### src/rtl/fetch_unit_pkg.sv
// Shared types for the fetch stage: instruction word, buffer entry, PC step.
// Imported by the fetch interface, the instruction FIFO and fetch_unit.
package fetch_unit_pkg;

  typedef logic [31:0] word;

  typedef struct packed {
    word  instr;
    word  pc;
    logic fault;
  } fetch_entry_t;

  localparam word PC_STEP = 32'd4;

  typedef enum logic {
    RUN,
    HALT
  } fetch_state_e;

endpackage

### src/rtl/fetch_unit_if.sv
// Fetch-stage bus: redirect input, imem request/response, decode handshake.
// master = fetch_unit (producer toward decode), slave = surrounding system.
interface fetch_unit_if
  import fetch_unit_pkg::*;
  ();

  logic redirect_valid;
  word  redirect_pc;
  logic imem_req_valid;
  logic imem_req_ready;
  word  imem_req_addr;
  logic imem_rsp_valid;
  word  imem_rsp_data;
  logic imem_rsp_err;
  logic instr_valid;
  logic instr_ready;
  word  instruction;
  word  instr_pc;
  logic instr_fault;

  modport master (
    input  redirect_valid, redirect_pc,
    output imem_req_valid, imem_req_addr,
    input  imem_req_ready,
    input  imem_rsp_valid, imem_rsp_data, imem_rsp_err,
    output instr_valid, instruction, instr_pc, instr_fault,
    input  instr_ready
  );

  modport slave (
    output redirect_valid, redirect_pc,
    input  imem_req_valid, imem_req_addr,
    output imem_req_ready,
    output imem_rsp_valid, imem_rsp_data, imem_rsp_err,
    input  instr_valid, instruction, instr_pc, instr_fault,
    output instr_ready
  );

endinterface

### src/rtl/fetch_fifo.sv
// Registered instruction buffer of fetch_entry_t (push/pop/flush, count out).
// Ports: clk, rst_n, push, pop, flush, wdata -> head, count.
module fetch_fifo
  import fetch_unit_pkg::*;
#(
  parameter  int DEPTH = 2,
  localparam int CW    = $clog2(DEPTH) + 1
) (
  input  logic          clk,
  input  logic          rst_n,
  input  logic          push,
  input  logic          pop,
  input  logic          flush,
  input  fetch_entry_t  wdata,
  output fetch_entry_t  head,
  output logic [CW-1:0] count
);

  localparam int AW = $clog2(DEPTH);

  fetch_entry_t   mem [DEPTH];
  logic [AW-1:0]  wr_q;
  logic [AW-1:0]  rd_q;
  logic [CW-1:0]  cnt_q;

  always_ff @(posedge clk or negedge rst_n) begin
    if (!rst_n) begin
      wr_q  <= '0;
      rd_q  <= '0;
      cnt_q <= '0;
    end else if (flush) begin
      wr_q  <= '0;
      rd_q  <= '0;
      cnt_q <= '0;
    end else begin
      if (push) wr_q <= wr_q + 1'b1;
      if (pop)  rd_q <= rd_q + 1'b1;
      cnt_q <= cnt_q + CW'(push) - CW'(pop);
    end
  end

  // Storage needs no reset; count gates visibility.
  always_ff @(posedge clk) begin
    if (push && !flush) mem[wr_q] <= wdata;
  end

  assign head  = mem[rd_q];
  assign count = cnt_q;

endmodule

### src/rtl/fetch_unit.sv
// Fetch stage: owns the PC, issues credit-limited imem requests, buffers words.
// Ports: clk, rst_n, bus (fetch_unit_if.master: redirect, imem, decode).
module fetch_unit
  import fetch_unit_pkg::*;
#(
  parameter word RESET_PC   = 32'h0000_0000,
  parameter int  FIFO_DEPTH = 2
) (
  input logic          clk,
  input logic          rst_n,
  fetch_unit_if.master bus
);

  localparam int CW = $clog2(FIFO_DEPTH) + 1;
  localparam logic [CW-1:0] DEPTH_C = CW'(FIFO_DEPTH);

  fetch_state_e  state_q;
  fetch_state_e  state_d;
  word           pc_q;
  word           rsp_pc_q;
  logic [CW-1:0] out_q;
  logic [CW-1:0] drop_q;
  logic [CW-1:0] fifo_cnt;
  fetch_entry_t  head;
  fetch_entry_t  wdata;
  logic          redir;
  word           redir_pc;
  logic          credit;
  logic          req_fire;
  logic          push;
  logic          pop;
  logic          head_ok;

  assign redir    = bus.redirect_valid;
  assign redir_pc = {bus.redirect_pc[31:2], 2'b00};

  // Every in-flight request already owns a buffer slot.
  assign credit   = (out_q + fifo_cnt) < DEPTH_C;

  assign bus.imem_req_valid = rst_n && (state_q == RUN)
                              && !redir && credit;
  assign bus.imem_req_addr  = pc_q;
  assign req_fire = bus.imem_req_valid && bus.imem_req_ready;

  // Responses to requests issued before a redirect are dropped.
  assign push  = bus.imem_rsp_valid && (drop_q == '0) && !redir;
  assign wdata = '{instr: bus.imem_rsp_data,
                   pc:    rsp_pc_q,
                   fault: bus.imem_rsp_err};

  assign head_ok         = (fifo_cnt != '0) && !redir;
  assign bus.instr_valid = head_ok;
  assign bus.instruction = head_ok ? head.instr : '0;
  assign bus.instr_pc    = head_ok ? head.pc    : '0;
  assign bus.instr_fault = head_ok && head.fault;
  assign pop = head_ok && bus.instr_ready;

  fetch_fifo #(.DEPTH(FIFO_DEPTH)) u_fifo (
    .clk   (clk),
    .rst_n (rst_n),
    .push  (push),
    .pop   (pop),
    .flush (redir),
    .wdata (wdata),
    .head  (head),
    .count (fifo_cnt)
  );

  always_comb begin
    state_d = state_q;
    unique case (1'b1)
      redir:                    state_d = RUN;
      (push && bus.imem_rsp_err): state_d = HALT;
      default:                  state_d = state_q;
    endcase
  end

  always_ff @(posedge clk or negedge rst_n) begin
    if (!rst_n) begin
      state_q  <= RUN;
      pc_q     <= RESET_PC;
      rsp_pc_q <= RESET_PC;
      out_q    <= '0;
      drop_q   <= '0;
    end else begin
      state_q <= state_d;
      out_q   <= out_q + CW'(req_fire)
                 - CW'(bus.imem_rsp_valid);
      if (redir) begin
        pc_q     <= redir_pc;
        rsp_pc_q <= redir_pc;
        drop_q   <= out_q - CW'(bus.imem_rsp_valid);
      end else begin
        if (req_fire) pc_q <= pc_q + PC_STEP;
        if (push) rsp_pc_q <= rsp_pc_q + PC_STEP;
        if (bus.imem_rsp_valid && drop_q != '0)
          drop_q <= drop_q - 1'b1;
      end
    end
  end

endmodule

### src/flat_wrapper.sv
// flat-port wrapper written by rule: the top's interface ports become plain ports
module fetch_unit_flat import fetch_unit_pkg::*;
#(
  parameter word RESET_PC   = 32'h0000_0000,
  parameter int  FIFO_DEPTH = 2
)
  (clk, rst_n, bus_redirect_valid, bus_redirect_pc, bus_imem_req_valid, bus_imem_req_addr, bus_imem_req_ready, bus_imem_rsp_valid, bus_imem_rsp_data, bus_imem_rsp_err, bus_instr_valid, bus_instruction, bus_instr_pc, bus_instr_fault, bus_instr_ready);
  fetch_unit_if bus_i ();
  input logic clk;
  input logic rst_n;
  input wire logic [$bits(bus_i.redirect_valid)-1:0] bus_redirect_valid;
  input wire logic [$bits(bus_i.redirect_pc)-1:0] bus_redirect_pc;
  output wire logic [$bits(bus_i.imem_req_valid)-1:0] bus_imem_req_valid;
  output wire logic [$bits(bus_i.imem_req_addr)-1:0] bus_imem_req_addr;
  input wire logic [$bits(bus_i.imem_req_ready)-1:0] bus_imem_req_ready;
  input wire logic [$bits(bus_i.imem_rsp_valid)-1:0] bus_imem_rsp_valid;
  input wire logic [$bits(bus_i.imem_rsp_data)-1:0] bus_imem_rsp_data;
  input wire logic [$bits(bus_i.imem_rsp_err)-1:0] bus_imem_rsp_err;
  output wire logic [$bits(bus_i.instr_valid)-1:0] bus_instr_valid;
  output wire logic [$bits(bus_i.instruction)-1:0] bus_instruction;
  output wire logic [$bits(bus_i.instr_pc)-1:0] bus_instr_pc;
  output wire logic [$bits(bus_i.instr_fault)-1:0] bus_instr_fault;
  input wire logic [$bits(bus_i.instr_ready)-1:0] bus_instr_ready;
  assign bus_i.redirect_valid = bus_redirect_valid;
  assign bus_i.redirect_pc = bus_redirect_pc;
  assign bus_imem_req_valid = bus_i.imem_req_valid;
  assign bus_imem_req_addr = bus_i.imem_req_addr;
  assign bus_i.imem_req_ready = bus_imem_req_ready;
  assign bus_i.imem_rsp_valid = bus_imem_rsp_valid;
  assign bus_i.imem_rsp_data = bus_imem_rsp_data;
  assign bus_i.imem_rsp_err = bus_imem_rsp_err;
  assign bus_instr_valid = bus_i.instr_valid;
  assign bus_instruction = bus_i.instruction;
  assign bus_instr_pc = bus_i.instr_pc;
  assign bus_instr_fault = bus_i.instr_fault;
  assign bus_i.instr_ready = bus_instr_ready;
  fetch_unit #(.RESET_PC(RESET_PC), .FIFO_DEPTH(FIFO_DEPTH)) u_core (.clk(clk), .rst_n(rst_n), .bus(bus_i));
endmodule
### config.mk
export PLATFORM = sky130hd
export DESIGN_NAME = fetch_unit_flat
export DESIGN_NICKNAME = d
export VERILOG_FILES = /design/src/rtl/fetch_unit_pkg.sv /design/src/rtl/fetch_unit_if.sv /design/src/rtl/fetch_fifo.sv /design/src/rtl/fetch_unit.sv /design/src/flat_wrapper.sv
export SDC_FILE = /design/constraint.sdc
export NUM_CORES = 1
export LEC_CHECK = 0
export CAP_MARGIN = 0
export CORE_MARGIN = 4
export CORE_UTILIZATION = 35
export DETAILED_ROUTE_END_ITERATION = 7
export GPL_TIMING_DRIVEN = 0
export HOLD_SLACK_MARGIN = 0.05
export SKIP_CTS_REPAIR_TIMING = 1
export SYNTH_ARGS = -nofsm -noshare
export SYNTH_HDL_FRONTEND = slang
export SYNTH_SLANG_ARGS = --single-unit
### constraint.sdc
create_clock -name clk -period 9.5 [get_ports clk]
set_input_delay 1.425 -clock clk [delete_from_list [all_inputs] [get_ports clk]]
set_output_delay 1.425 -clock clk [all_outputs]
set_load 0.02 [all_outputs]
======== Word-level counts from Yosys, hierarchy flattened ========
Memories as Yosys holds them, arrays and structs flattened.
Cells that the tools add are included.
cells by class
  $add $sub $neg .......................... 11
  bitwise logic cells ..................... 1
  order comparisons ....................... 1
  multiplexer cells ....................... 16
  reduce and logical (&&, ||, !) cells .... 21
operators by type and width
  cell                     number
  $mux W32                 6
  $add A32 B3 Y32 const B  2
  $reduce_bool A2 Y1       7
  $logic_and A1 B1 Y1      12
  $mux W1                  6
  $mux W2                  3
  $sub A2 B1 Y2            3
  $add A2 B1 Y2            2
  $add A1 B1 Y1 const B    2
  $add A2 B2 Y2            1
  $logic_not A2 Y1         1
  $lt A2 B2 Y1 const B     1
  $pmux W1 S2              1
  $sub A2 B1 Y2 const B    1
  $logic_not A1 Y1         1
  $not A1 Y1               1
storage, ports and cells
  word-level logic and storage cells ...... 59
  register bits after elaboration ......... 73
  output and inout bits ................... 99
  memories ................................ 1
  input port bits ......................... 71
  memory bits (writable) .................. 130
memory list
  name               words  bits a word  read ports  clocked after memory_dff  write ports  RTL line          text
  u_core.u_fifo.mem  2      65           1           0                         1            fetch_fifo.sv:21  fetch_entry_t mem [DEPTH];

======== Longest topological paths before layout ========
  depth in word-level cells ............... 7
  depth in mapped cells ................... 11
  gate-level depth less buffers ........... 10

======== By module ========
Synthesis repeated with hierarchy kept, for this count alone.
unflattened totals
  cells, all modules ...................... 706
  area, all modules ....................... 9364.0 µm²
by module, submodules not included
  module      area each (µm²)  seq. area each (µm²)  cells each  instances
  fetch_fifo  5058.6           4003.8                219         1
  fetch_unit  4305.4           1626.6                487         1

======== Worst setup path after synthesis ========
No wires, ideal clock.
  path kind ............................... input port to flip-flop
  start ................................... in bus_redirect_valid
  end ..................................... mem u_core.u_fifo.mem[0][0] (netlist bit), enable pin
  path buffers ............................ 3
  setup slack ............................. 3.968 ns
  required time ........................... 9.015 ns
  arrival time ............................ 5.048 ns
  stages .................................. 6
  setup time .............................. 0.485 ns
  cells stage by stage .................... clkbuf_1 > inv_1 > clkbuf_1 > clkbuf_1 > nand3_1 > nor2_1
between the ends
  word-level cells in the longest chain between the ends .. 5
ends and longest elaborated chain
  element                          RTL line                            text
  start: declaration               flat_wrapper.sv:11                  input wire logic [$bits(bus_i.redirect_valid)-1:0] bus_redirect_valid;
  $logic_not A1 Y1 *               fetch_fifo.sv:44, fetch_unit.sv:46
  $logic_and A1 B1 Y1              fetch_unit.sv:46                    assign push = bus.imem_rsp_valid && (drop_q == '0) && !redir;
  $logic_and A1 B1 Y1 *            fetch_fifo.sv:44                    if (push && !flush) mem[wr_q] <= wdata;
  $mux W1 *                        fetch_fifo.sv:44
  $mux W1 (implied by the code) *  fetch_fifo.sv:44
  end: declaration                 fetch_fifo.sv:21
Every way passes the cells marked *; elsewhere a longest branch is shown, timed or not.

======== Final worst setup path ========
  start ................................... in bus_redirect_valid
  end ..................................... out bus_instr_pc[11]
between the ends
  word-level cells in the longest chain between the ends .. 3
ends and longest elaborated chain
  element              RTL line            text
  $logic_not A1 Y1     fetch_unit.sv:51    assign head_ok = (fifo_cnt != '0) && !redir;
  $logic_and A1 B1 Y1  fetch_unit.sv:51
  $mux W32             fetch_unit.sv:54    assign bus.instr_pc = head_ok ? head.pc : '0;
  end: declaration     flat_wrapper.sv:21  output wire logic [$bits(bus_i.instr_pc)-1:0] bus_instr_pc;
No other way between the ends.

==> flow_summary.yaml <==
status:
  status: "finished clean"
timing:
  finalHoldViolCount: 0
  slew_headroom: 0.158
  fmax_mhz: 194
  finalSetupViolCount: 0
  slew_viol_final: 0
  fin_crit_sh: 0.543
  finalClockSkew_ps: 19.9
  setup-tns-final_ps: 0
  min_period_ps: 5160
  rsz0062_at_grt: "no"
  max_slew.worst_pin.slew_ps: 1260
floorplan:
  die_x_um: 165
  die_h_um: 165
  coreArea_um2: 24300
  start_util: 0.355
  std_cell_rows: 57
  die_area_um2: 27300
  ioPinCount: 170
place:
  place_inst: 1187
  gp_congestion: 0.888
  portBuffers: 162
  post-dp-hpwl_um: 15600
yosys:
  ys_top_cells_by_area: "edfxtp_1 44%, dfrtp_1 20%, mux2i_1 7.4%"
  yosys_warnings: 0
  syn_area_um2: 8640
  yosys.area.top_type: "edfxtp_1"
  synth-edff-count: 126
  yosysSeqAreaShare: 0.638
  postSynth.asyncResetShare: 0.354
  synth_flop_cell: "edfxtp_1"
  postSynthCellCount: 693
  synth-seq-cells: 195
  synth_top_area_share: 0.438
  ys_types: 50
  synth.avg_cell_area_um2: 12.5
power_and_ir_drop:
  pwr-share-comb: 0.222
  power_switching_mw: 0.667
  cellPowerDensity_nw_per_um2: 199
  swShare: 0.294
  p_seq_frac: 0.463
  max-vdd-ir-drop_mv: 0.104
  power_mw: 2.27
  intPower_mw: 1.60
  p_clk_frac: 0.315
  p_leak_nw: 3.96
cts:
  cts_tree: "yes"
  clockBufferDepth: 2
  clkTransAtPathRegs_ps: 70
  cts_sinks: 195
  root_buffer: "clkbuf_16"
  ctsHtreeMaxLevel: 4
  insertion_delay_ps: 430
  cts_buffers: 17
global_routing:
  overflow: 0
  grt_max_degree: 53
  grt_util_all_layers: 0.159
  antenna_found_initial: 0
  grt_pass1_wl_um: 33100
  grt_pass1_vias: 5877
critical_path:
  critPathArrivalTime_ps: 3730
  r2r_slack_ps: 6670
  worst-setup-path-type: "in -> out"
  required_ps: 8080
  crit_chain: "clkbuf_1 -> inv_1 -> o21ai_1 -> clkbuf_1 -> nor2_1 -> clkdlybuf4s50_1"
  crit_path_max_incr_delay_ps: 680
  cpMaxStageDelayCell: "o21ai_1"
  startpoint_type: "input port"
  crit_fanout: 10
  critPathCaptureType: "output port"
  cp_common_cell: "clkbuf_1"
drt:
  dr.pass1.iters: 5
  drt_iter0_drc: 323
  num_vias: 5967
  wirelength_um: 21600
  drc_errors: 0
  viasPerCell: 4.89
  wl_per_cell_um: 17.7
  drtAntennaViolNets: 0
finish:
  mostFrequentLayoutCells: "161 x clkdlybuf4s50_1, 126 x edfxtp_1, 83 x nor2_1"
  final_common_cell: "clkdlybuf4s50_1"
  num-nets-final: 960
  n_antenna_cell: 0
  layout.cells.non_filler: 1219
  syn_to_final_growth_pct: 31.8
  drive_gt1_frac: 0.0704
  fillCellCount: 2202
run:
  maxCapViolations: 0
worst_hold_path:
  hp-class: "reg -> reg"
==> critical path: cells and delay by family <==
| kind | cells | cell delay [ps] |
|---|---|---|
| AOI/OAI and AO/OA | 1 | 680 |
| buffers and inverters | 4 | 1460 |
| and+or+nand+nor | 1 | 160 |
==> registers in the layout (all words and copies together) (netlist names) <==
signal	count
u_core.u_fifo.mem	126
u_core.bus.imem_req_addr	30
u_core.rsp_pc_q	30
u_core.drop_q	2
u_core.out_q	2
u_core.u_fifo.count	2
u_core.state_q	1
u_core.u_fifo.rd_q	1
u_core.u_fifo.wr_q	1
==> final cells by class <==
type,instances,area (µm²),share of cell area
plain buffers,31,134,0.0118
clock buffers,17,425,0.0374
clock inverters,15,158,0.0138
inverters,22,82.6,0.00725
multi-input cells,448,2940,0.258
flip-flops and latches,195,5510,0.484
well taps,324,405,0.0356
repair buffers,167,1730,0.152
==> logic make-up after synthesis <==
logic type                 share of synthesized area
DFF                                            0.638
and+or+nand+nor                                0.126
buffers and inverters                         0.0251
other                                       0.000434
xor gates and xnor gates                      0.0484
muxes                                         0.0898
AOI/OAI and AO/OA                             0.0621
adders and majority gates                     0.0101
==> per-layer routing <==
layer  GRT usage  part of all wire  vias to the layer above
met1       0.225              0.46                     2856
met4      0.0518             0.017                        0
li1            -                 -                     2899
met2       0.245              0.45                      188
met5           0                 0                        -
met3      0.0343             0.064                       24
==> power by group through the flow <==
stage	clock network, mW	logic [mW]	registers [mW]
2_1_floorplan	0	0.275	1.07
3_3_place_gp	0	0.494	1.07
3_5_place_dp	0	0.509	1.07
4_1_cts	0.734	0.512	1.05
5_1_grt	0.768	0.550	1.06
6_report	0.714	0.503	1.05
==> cells in the mapped netlist, types with 6 or more instances <==
master and n:
a21oi_1 17, and3_1 10, buf_1 8, clkbuf_1 17
dfrtp_1 69, edfxtp_1 126, ha_1 7, inv_1 22
mux2_2 12, mux2i_1 64, nand2_1 48, nand3_1 26
nand4_1 22, nor2_1 85, nor3_1 7, nor4_1 9
o211ai_1 6, o21ai_0 29, xnor2_1 21, xor2_1 23
==> per-stage QoR <==
step / cell area (µm²) / hold slack [ps] / setup WS, ps / util
floorplan: 8650 / 442 / 3970 / -
global placement: 10700 / 476 / 1540 / 0.439
detailed placement: 10800 / 491 / 4210 / 0.444
CTS: 11400 / 506 / 4220 / 0.468
global route: 11400 / 529 / 4120 / 0.468
finish: 11400 / 500 / 4340 / 0.468
==> final timing paths <==
path                                   startpoint                           end  cells after the start
setup / recovery               bus_redirect_valid              bus_instr_pc[11]                      6
hold / removal                u_core.rsp_pc_q[21]      u_core.u_fifo.mem[0][22]                      0
setup reg to reg           u_core.u_fifo.count[1]        u_core.u_fifo.count[1]                      9
hold reg to reg               u_core.rsp_pc_q[21]      u_core.u_fifo.mem[0][22]                      0
max in group asynchronous                   rst_n            u_core.rsp_pc_q[6]                      2
min in group asynchronous                   rst_n  u_core.bus.imem_req_addr[15]                      1
No activity file was read; power rests on OpenSTA's default activity.
